<file path="src/rtl/fir_tap_sequencer_if.sv">
// Control bundle between the FIR tap sequencer (master) and the delay-line RAM,
// coefficient ROM and shared MAC datapath (slave).
interface fir_tap_sequencer_if #(
  parameter int AW = 4
);
  logic          in_valid;
  logic          in_ready;
  logic          dl_we;
  logic          dl_wzero;
  logic [AW-1:0] dl_waddr;
  logic [AW-1:0] dl_raddr;
  logic [AW-1:0] coef_addr;
  logic          mac_en;
  logic          mac_clr;
  logic          out_valid;
  logic          busy;
  logic          overrun;

  modport master (
    input  in_valid,
    output in_ready, dl_we, dl_wzero, dl_waddr, dl_raddr, coef_addr,
    output mac_en, mac_clr, out_valid, busy, overrun
  );

  modport slave (
    output in_valid,
    input  in_ready, dl_we, dl_wzero, dl_waddr, dl_raddr, coef_addr,
    input  mac_en, mac_clr, out_valid, busy, overrun
  );
endinterface

</file>
<file path="src/rtl/fir_tap_sequencer.sv">
// Sequencer for a single-MAC FIR: clears the delay line, writes each sample,
// walks all taps through the shared MAC, waits out its pipeline and flags the result.
module fir_tap_sequencer #(
  parameter int TAPS    = 16,
  parameter int AW      = 4,
  parameter int MAC_LAT = 2
) (
  input logic                 clk,
  input logic                 reset,
  fir_tap_sequencer_if.master bus
);

  localparam int            CW         = AW + 1;
  localparam logic [CW-1:0] TAPS_C     = CW'(TAPS);
  localparam logic [CW-1:0] LAST_TAP   = CW'(TAPS - 1);
  localparam logic [CW-1:0] LAST_FLUSH = (MAC_LAT > 0) ? CW'(MAC_LAT - 1) : '0;

  typedef enum logic [2:0] {
    S_INIT,
    S_IDLE,
    S_WRITE,
    S_MAC,
    S_FLUSH,
    S_DONE
  } state_t;

  state_t        state_q, state_d;
  logic [CW-1:0] cnt_q, cnt_d;
  logic [AW-1:0] wptr_q, wptr_d;
  logic          dl_we_q, dl_we_d;
  logic          dl_wzero_q, dl_wzero_d;
  logic [AW-1:0] dl_waddr_q, dl_waddr_d;
  logic [AW-1:0] dl_raddr_q, dl_raddr_d;
  logic [AW-1:0] coef_addr_q, coef_addr_d;
  logic          mac_en_q, mac_en_d;
  logic          mac_clr_q, mac_clr_d;
  logic          out_valid_q, out_valid_d;
  logic          overrun_q, overrun_d;
  logic          in_ready;
  logic [CW-1:0] cnt_inc;
  logic [AW-1:0] wptr_inc;

  // Reset must block acceptance in the same cycle, so in_ready is gated by it directly.
  assign in_ready = ~reset & ((state_q == S_IDLE) | (state_q == S_DONE));
  assign cnt_inc  = cnt_q + CW'(1);
  assign wptr_inc = wptr_q + AW'(1);

  always_comb begin
    state_d     = state_q;
    cnt_d       = cnt_q;
    wptr_d      = wptr_q;
    dl_we_d     = 1'b0;
    dl_wzero_d  = 1'b0;
    dl_waddr_d  = '0;
    dl_raddr_d  = '0;
    coef_addr_d = '0;
    mac_en_d    = 1'b0;
    mac_clr_d   = 1'b0;
    out_valid_d = 1'b0;
    overrun_d   = overrun_q | (bus.in_valid & ~in_ready);

    case (state_q)
      S_INIT: begin
        if (cnt_q == TAPS_C) begin
          state_d = S_IDLE;
          cnt_d   = '0;
        end else begin
          dl_we_d    = 1'b1;
          dl_wzero_d = 1'b1;
          dl_waddr_d = cnt_q[AW-1:0];
          cnt_d      = cnt_inc;
        end
      end
      S_IDLE: begin
        if (bus.in_valid) begin
          state_d    = S_WRITE;
          dl_we_d    = 1'b1;
          dl_waddr_d = wptr_q;
        end
      end
      S_WRITE: begin
        state_d     = S_MAC;
        cnt_d       = '0;
        mac_en_d    = 1'b1;
        mac_clr_d   = 1'b1;
        dl_raddr_d  = wptr_q;
        coef_addr_d = '0;
      end
      S_MAC: begin
        // cnt_q is the tap index being presented this cycle; outputs prepare the next one.
        if (cnt_q == LAST_TAP) begin
          cnt_d = '0;
          if (MAC_LAT == 0) begin
            state_d     = S_DONE;
            out_valid_d = 1'b1;
          end else begin
            state_d = S_FLUSH;
          end
        end else begin
          cnt_d       = cnt_inc;
          mac_en_d    = 1'b1;
          coef_addr_d = cnt_inc[AW-1:0];
          dl_raddr_d  = wptr_q - cnt_inc[AW-1:0];
        end
      end
      S_FLUSH: begin
        if (cnt_q == LAST_FLUSH) begin
          state_d     = S_DONE;
          out_valid_d = 1'b1;
          cnt_d       = '0;
        end else begin
          cnt_d = cnt_inc;
        end
      end
      S_DONE: begin
        wptr_d = wptr_inc;
        if (bus.in_valid) begin
          state_d    = S_WRITE;
          dl_we_d    = 1'b1;
          dl_waddr_d = wptr_inc;
        end else begin
          state_d = S_IDLE;
        end
      end
      default: begin
        state_d = S_INIT;
        cnt_d   = '0;
      end
    endcase
  end

  always_ff @(posedge clk) begin
    if (reset) begin
      state_q     <= S_INIT;
      cnt_q       <= '0;
      wptr_q      <= '0;
      dl_we_q     <= 1'b0;
      dl_wzero_q  <= 1'b0;
      dl_waddr_q  <= '0;
      dl_raddr_q  <= '0;
      coef_addr_q <= '0;
      mac_en_q    <= 1'b0;
      mac_clr_q   <= 1'b0;
      out_valid_q <= 1'b0;
      overrun_q   <= 1'b0;
    end else begin
      state_q     <= state_d;
      cnt_q       <= cnt_d;
      wptr_q      <= wptr_d;
      dl_we_q     <= dl_we_d;
      dl_wzero_q  <= dl_wzero_d;
      dl_waddr_q  <= dl_waddr_d;
      dl_raddr_q  <= dl_raddr_d;
      coef_addr_q <= coef_addr_d;
      mac_en_q    <= mac_en_d;
      mac_clr_q   <= mac_clr_d;
      out_valid_q <= out_valid_d;
      overrun_q   <= overrun_d;
    end
  end

  assign bus.in_ready  = in_ready;
  assign bus.busy      = (state_q != S_IDLE);
  assign bus.dl_we     = dl_we_q;
  assign bus.dl_wzero  = dl_wzero_q;
  assign bus.dl_waddr  = dl_waddr_q;
  assign bus.dl_raddr  = dl_raddr_q;
  assign bus.coef_addr = coef_addr_q;
  assign bus.mac_en    = mac_en_q;
  assign bus.mac_clr   = mac_clr_q;
  assign bus.out_valid = out_valid_q;
  assign bus.overrun   = overrun_q;

endmodule
</file>
<file path="src/flat_wrapper.sv">
// flat-port wrapper written by rule: the top's interface ports become plain ports
module fir_tap_sequencer_flat 
#(
  parameter int TAPS    = 16,
  parameter int AW      = 4,
  parameter int MAC_LAT = 2
)
  (clk, reset, bus_in_valid, bus_in_ready, bus_dl_we, bus_dl_wzero, bus_dl_waddr, bus_dl_raddr, bus_coef_addr, bus_mac_en, bus_mac_clr, bus_out_valid, bus_busy, bus_overrun);
  fir_tap_sequencer_if #(.AW(AW)) bus_i ();
  input logic clk;
  input logic reset;
  input wire logic [$bits(bus_i.in_valid)-1:0] bus_in_valid;
  output wire logic [$bits(bus_i.in_ready)-1:0] bus_in_ready;
  output wire logic [$bits(bus_i.dl_we)-1:0] bus_dl_we;
  output wire logic [$bits(bus_i.dl_wzero)-1:0] bus_dl_wzero;
  output wire logic [$bits(bus_i.dl_waddr)-1:0] bus_dl_waddr;
  output wire logic [$bits(bus_i.dl_raddr)-1:0] bus_dl_raddr;
  output wire logic [$bits(bus_i.coef_addr)-1:0] bus_coef_addr;
  output wire logic [$bits(bus_i.mac_en)-1:0] bus_mac_en;
  output wire logic [$bits(bus_i.mac_clr)-1:0] bus_mac_clr;
  output wire logic [$bits(bus_i.out_valid)-1:0] bus_out_valid;
  output wire logic [$bits(bus_i.busy)-1:0] bus_busy;
  output wire logic [$bits(bus_i.overrun)-1:0] bus_overrun;
  assign bus_i.in_valid = bus_in_valid;
  assign bus_in_ready = bus_i.in_ready;
  assign bus_dl_we = bus_i.dl_we;
  assign bus_dl_wzero = bus_i.dl_wzero;
  assign bus_dl_waddr = bus_i.dl_waddr;
  assign bus_dl_raddr = bus_i.dl_raddr;
  assign bus_coef_addr = bus_i.coef_addr;
  assign bus_mac_en = bus_i.mac_en;
  assign bus_mac_clr = bus_i.mac_clr;
  assign bus_out_valid = bus_i.out_valid;
  assign bus_busy = bus_i.busy;
  assign bus_overrun = bus_i.overrun;
  fir_tap_sequencer #(.TAPS(TAPS), .AW(AW), .MAC_LAT(MAC_LAT)) u_core (.clk(clk), .reset(reset), .bus(bus_i));
endmodule
</file>
<file path="config.mk">
export PLATFORM = sky130hd
export DESIGN_NAME = fir_tap_sequencer_flat
export DESIGN_NICKNAME = d
export VERILOG_FILES = /design/src/rtl/fir_tap_sequencer_if.sv /design/src/rtl/fir_tap_sequencer.sv /design/src/flat_wrapper.sv
export SDC_FILE = /design/constraint.sdc
export NUM_CORES = 1
export LEC_CHECK = 0
export ABC_AREA = 1
export BUFFER_PORTS_ARGS = -buffer_cell sky130_fd_sc_hd__buf_2
export CAP_MARGIN = 20
export CORE_UTILIZATION = 59
export CTS_CLUSTER_SIZE = 10
export DETAILED_ROUTE_END_ITERATION = 6
export GPL_ROUTABILITY_DRIVEN = 0
export GPL_TIMING_DRIVEN = 0
export PLACE_DENSITY_LB_ADDON = 0.05
export SLEW_MARGIN = 10
export SYNTH_ARGS = -nofsm -noshare
export SYNTH_HDL_FRONTEND = slang
export SYNTH_SLANG_ARGS = --single-unit
export TNS_END_PERCENT = 100
</file>
<file path="constraint.sdc">
create_clock -name clk -period 4.3 [get_ports clk]
set_input_delay 0.215 -clock clk [delete_from_list [all_inputs] [get_ports clk]]
set_output_delay 0.215 -clock clk [all_outputs]
set_load 0.1 [all_outputs]
</file>
# Yosys cells after proc, flatten, opt, wreduce, memory -nomap -nowiden
# Cells that the tools add are included.
# totals
output_inout_bits,20
memories,0
latch_bits,0
word_cells,66
romBits,0
regBits,30
mem_bits_rw,0
# op_classes
n_mux,23
addsub,3
bitwise,9
reduce_logical,6
n_div,0
mul,0
order_cmp,0
eq_ne,13
shifts,0
# op_table
op,count
$pmux 5 s4,1
$pmux 3 s6,1
$mux 4,4
$mux 5,3
$mux 3,4
$pmux 4 s3,1
$pmux 4 s2,1
$eq 3x2->1 const B,2
$eq 3x3->1 const B,2
$ne 2x1->1 const B,3
$reduce_or 2->1,3
$add 5x1->5 const B,1
$eq 5x1->1 const B,1
$eq 5x4->1 const B,1
$eq 5x5->1 const B,1
$mux 1,5
$not 1->1,5
$add 4x1->4 const B,1
$pmux 1 s2,2
$reduce_and 4->1,1
$sub 4x4->4,1
$eq 3x1->1 const B,1
$logic_not 3->1,1
$ne 3x1->1 const B,1
other kinds (5),7

# Logic depth before layout (Yosys ltp)
# logic_depth
ltp_word,6
mapped_depth,12
ltp_nobuf,11

# Worst setup path after synthesis
# OpenSTA, ideal clock, no wires.
# synth_path
path_kind,flip-flop to flip-flop
startpoint,reg u_core.state_q[1]
endpoint,"reg u_core.dl_we_q, in the netlist u_core.bus.dl_we"
arrival_ns,2.240
synth_period_minus_slack_ns,2.320
path_buffers,0
required_time_ns,4.221
slack_ns,1.980
setup_time_ns,0.079
stages_incl_launch_ff,6
path_cell_list,dfxtp_1 inv_2 nand2_2 nor2_1 inv_1 o22ai_1
# synth_between
elab_chain_len,3
word_cells_on_any_way,5
cone_classes,2 x eq/ne; 1 x mux; 2 x reduce/logical
# synth_rtl
element,line_no,rtl
start: declaration,fir_tap_sequencer.sv:27,"state_t state_q, state_d;"
start signal: assignment,fir_tap_sequencer.sv:147,state_q <= state_d;
$eq 3x3->1 or $eq 3x1->1 (tied branches),fir_tap_sequencer.sv:62,case (state_q)
$reduce_or 2->1 (no line),--,
$pmux 1 s2 *,fir_tap_sequencer.sv:62,
end signal: assignment,fir_tap_sequencer.sv:150,dl_we_q <= dl_we_d;
end: declaration,fir_tap_sequencer.sv:30,"logic dl_we_q, dl_we_d;"
# Every way passes the cells marked *; elsewhere a longest branch is shown, timed or not.
# A chain may end at the register's enable or synchronous reset.

# Worst setup path in the final report
# layout_path
startpoint,reg u_core.cnt_q[0]
endpoint,"reg u_core.dl_raddr_q[2], in the netlist u_core.bus.dl_raddr[2]"
# layout_between
elab_chain_len,4
word_cells_on_any_way,5
cone_classes,2 x add/sub; 1 x eq/ne; 2 x mux
# layout_rtl
element,line_no,rtl
start: declaration,fir_tap_sequencer.sv:28,"logic [CW-1:0] cnt_q, cnt_d;"
start signal: assignment,fir_tap_sequencer.sv:148,cnt_q <= cnt_d;
$add 5x1->5,fir_tap_sequencer.sv:45,assign cnt_inc = cnt_q + CW'(1);
named net u_core.cnt_inc[0],fir_tap_sequencer.sv:40,logic [CW-1:0] cnt_inc;
$sub 4x4->4,fir_tap_sequencer.sv:103,dl_raddr_d = wptr_q - cnt_inc[AW-1:0];
$mux 4,fir_tap_sequencer.sv:91,if (cnt_q == LAST_TAP) begin
$pmux 4 s2,fir_tap_sequencer.sv:62,
end signal: assignment,fir_tap_sequencer.sv:153,dl_raddr_q <= dl_raddr_d;
end: declaration,fir_tap_sequencer.sv:33,"logic [AW-1:0] dl_raddr_q, dl_raddr_d;"
# The timed path passes the listed nets, and every way through them passes these cells.

==> out/summary.txt <==
Final setup viols -> 0
GRT overflow -> 0
Die ar. -> 2647 um^2
share of layout cells above drive strength 1 -> 0.2000
yosys warns -> 0
dpl hpwl -> 2.369 mm
final hold violation count -> 0
Via Count -> 1338
cell family with most CP delay -> buffers and inverters
Avg Inst Size Synth -> 7.398 um^2
first-pass GRT wire length -> 5.195 mm
chip width -> 51.45 um
CTS buffer count -> 5
Power Density -> 323.1 nW/um^2
Max VDD drop -> 0.0002460 V
CTS H-Tree Depth -> 2
Comb power frac -> 0.129
Slew Limit Fails -> 0
most common cell after layout, fill and taps aside -> nand2_1
clk slew on worst S/H paths -> 0.09 ns
max_cap viols -> 0
fmax -> 0.4855 GHz
cell chain of the critical path -> clkbuf_2, inv_1, ha_1, inv_1, nand2_1, inv_1, nor2_1, ha_1, nor2_1, or2_0, nand3_1, a21oi_1
number of synthesized flops with an enable pin -> 0
Worst setup SP type -> flip-flop
largest net degree at the start of global routing -> 11
most frequent cells in the layout -> 36 x nand2_1, 30 x dfxtp_1, 25 x nor2_1
Post-CTS Setup Repair Bufs -> 0
Most used DFF post-synth -> dfxtp_1
Nets -> 235
port bufs -> 22
# hold bufs at CTS -> 0
CTS Sinks -> 30
Slew headroom -> 0.6663
wire length per cell -> 12.74 um
synthesized cell area -> 1443 um^2
Synth Instances -> 195
clock power share -> 0.332
I/O pins -> 23
placed instance count -> 245
pre-CTS setup slack -> 2.247 ns
Vias/cell -> 5.289
Starting Density -> 0.6398
vias in the first global route -> 1214
Required @ worst endpoint -> 4.58 ns
Antenna Violating Nets Remaining -> 0
num rows -> 17
share of power burned in registers -> 0.539
clock skew -> 0.006497 ns
post-route clock period utilization -> 0.4790
Detailed Route Iter0 Violations -> 34
Setup Total Neg Slack -> 0 ns
Net Count, Synth -> 206
root cell of the clock tree -> clkbuf_4
signal arrival time at the worst endpoint -> 2.34 ns
Most common cell on crit path -> inv_1
Final Util -> 0.7309
crit path time final -> 2.060 ns
final instance area -> 1648 um^2
Die Y -> 51.45 um
overall routing resource usage -> 0.2798
core area -> 2255 um^2
final WL -> 3.223 mm
Post-synth ARST share -> 0
CTS tree -> done
worst setup margin -> 2.240 ns
Sw Share -> 0.2889
Worst-Skew Late Latency -> 0.34 ns
Buf/Inv on CP -> 4
sequential area share after synthesis -> 0.4163
P_leak -> 0.7681 nW
P_sw -> 0.1538 mW
Internal Dissipation -> 0.3786 mW
Crit. End Element -> flip-flop
DR DRC count -> 0
Layout area overhead -> 14.22%
PostCTS Resize Cnt -> 0
CP Max Fanout -> 8
Clock Path Buffers -> 2
Slew @ Worst Pin -> 0.5006 ns
drt first pass iters -> 6
Cell Area, Placed -> 1588 um^2
unrepaired setup endpoints after global routing -> no
Finished Layout Cells -> 253
Worst Hold Class -> primary input to flip-flop
slowest cell delay on critical path -> 0.36 ns
flops & latches, synth -> 30
post-synthesis cell type count -> 28
diodes inserted -> 0
status -> finished, final reports clean
initial antenna violation count -> 0
Critical-path top delay cell -> dfxtp_1
CP Class -> flip-flop to flip-flop
==> final timing paths <==
path,from,end,slack [ns],cells past startpoint
max,u_core.cnt_q[0],u_core.bus.dl_raddr[2],2.24,12
min,reset,u_core.cnt_q[0],0.15,4
max reg2reg,u_core.cnt_q[0],u_core.bus.dl_raddr[2],2.24,12
min reg2reg,u_core.bus.overrun,u_core.bus.overrun,0.48,2
==> cells in the mapped netlist, types with 2 or more instances <==
master    count  share of area
o21ai_0       7          0.024
inv_1        24          0.062
clkbuf_1      2         0.0052
inv_2         4          0.010
o211ai_1      2          0.010
nand4_1       2         0.0087
nand3_1      13          0.045
a22oi_1       2          0.010
a211oi_1      2          0.010
nor2_4        3          0.023
a21oi_1      16          0.056
nor3_1        3          0.010
nor2_1       25          0.065
o22ai_1       3          0.013
ha_1          8          0.069
dfxtp_1      30           0.42
nand2_1      36          0.094
nand2_2       3          0.013
==> power groups by stage <==
stage	registers, mW	clock network [mW]	logic, mW
after floorplan	0.316	0	0.0300
after global placement	0.293	0	0.0662
after detailed placement	0.294	0	0.0682
after CTS	0.287	0.177	0.0689
after global routing	0.288	0.186	0.0742
final	0.287	0.177	0.0687
==> cell type report <==
type | instances | area [um^2]
flip-flops and latches | 30 | 600.6
clock inverters | 1 | 5.005
clock buffers | 7 | 55.05
well taps | 28 | 35.03
inverters | 29 | 110.1
plain buffers | 4 | 23.77
multi-input cells | 132 | 708.2
repair buffers | 22 | 110.1
fillers | 196 | 606.8
==> through the flow <==
stage	hold WS, ns	total power, mW
after floorplan	0.3597	0.3463
after global placement	0.4523	0.3594
after detailed placement	0.4530	0.3617
after CTS	0.1516	0.5333
after global routing	0.1781	0.5478
final	0.1498	0.5323
==> layer usage <==
| metal | GRT usage | up-vias | wire length, um |
|---|---|---|---|
| li1 | - | 683 | - |
| met1 | 0.3168 | 606 | 1414 |
| met2 | 0.4632 | 39 | 1553 |
| met3 | 0.06548 | 10 | 161 |
| met4 | 0.1847 | 0 | 94 |
| met5 | 0 | - | 0 |
==> worst min-delay path: stages <==
cell	delay, ns
buf_2	0.08
nor2_1	0.05
nand2_1	0.05
o21ai_1	0.05
==> state kept, by name, indices dropped and copies added (netlist names) <==
| name | count |
|---|---|
| u_core.bus.dl_raddr | 4 |
| u_core.state_q | 3 |
| u_core.bus.dl_wzero | 1 |
| u_core.bus.out_valid | 1 |
| u_core.bus.dl_waddr | 4 |
| u_core.bus.mac_clr | 1 |
| u_core.wptr_q | 4 |
| u_core.bus.mac_en | 1 |
| u_core.bus.dl_we | 1 |
| u_core.bus.coef_addr | 4 |
| u_core.bus.overrun | 1 |
| u_core.cnt_q | 5 |
==> cell families (layout without fill, tap and decap cells) <==
logic type,Yosys count,after routing,synth area share
AOI/OAI and AO/OA,33,33,0.1275
xor gates and xnor gates,2,2,0.01214
adders and majority gates,8,8,0.06939
buffers and inverters,33,63,0.09280
DFF,30,30,0.4163
and+or+nand+nor,89,89,0.2819
Note: power is estimated with default switching activity, not from simulation.
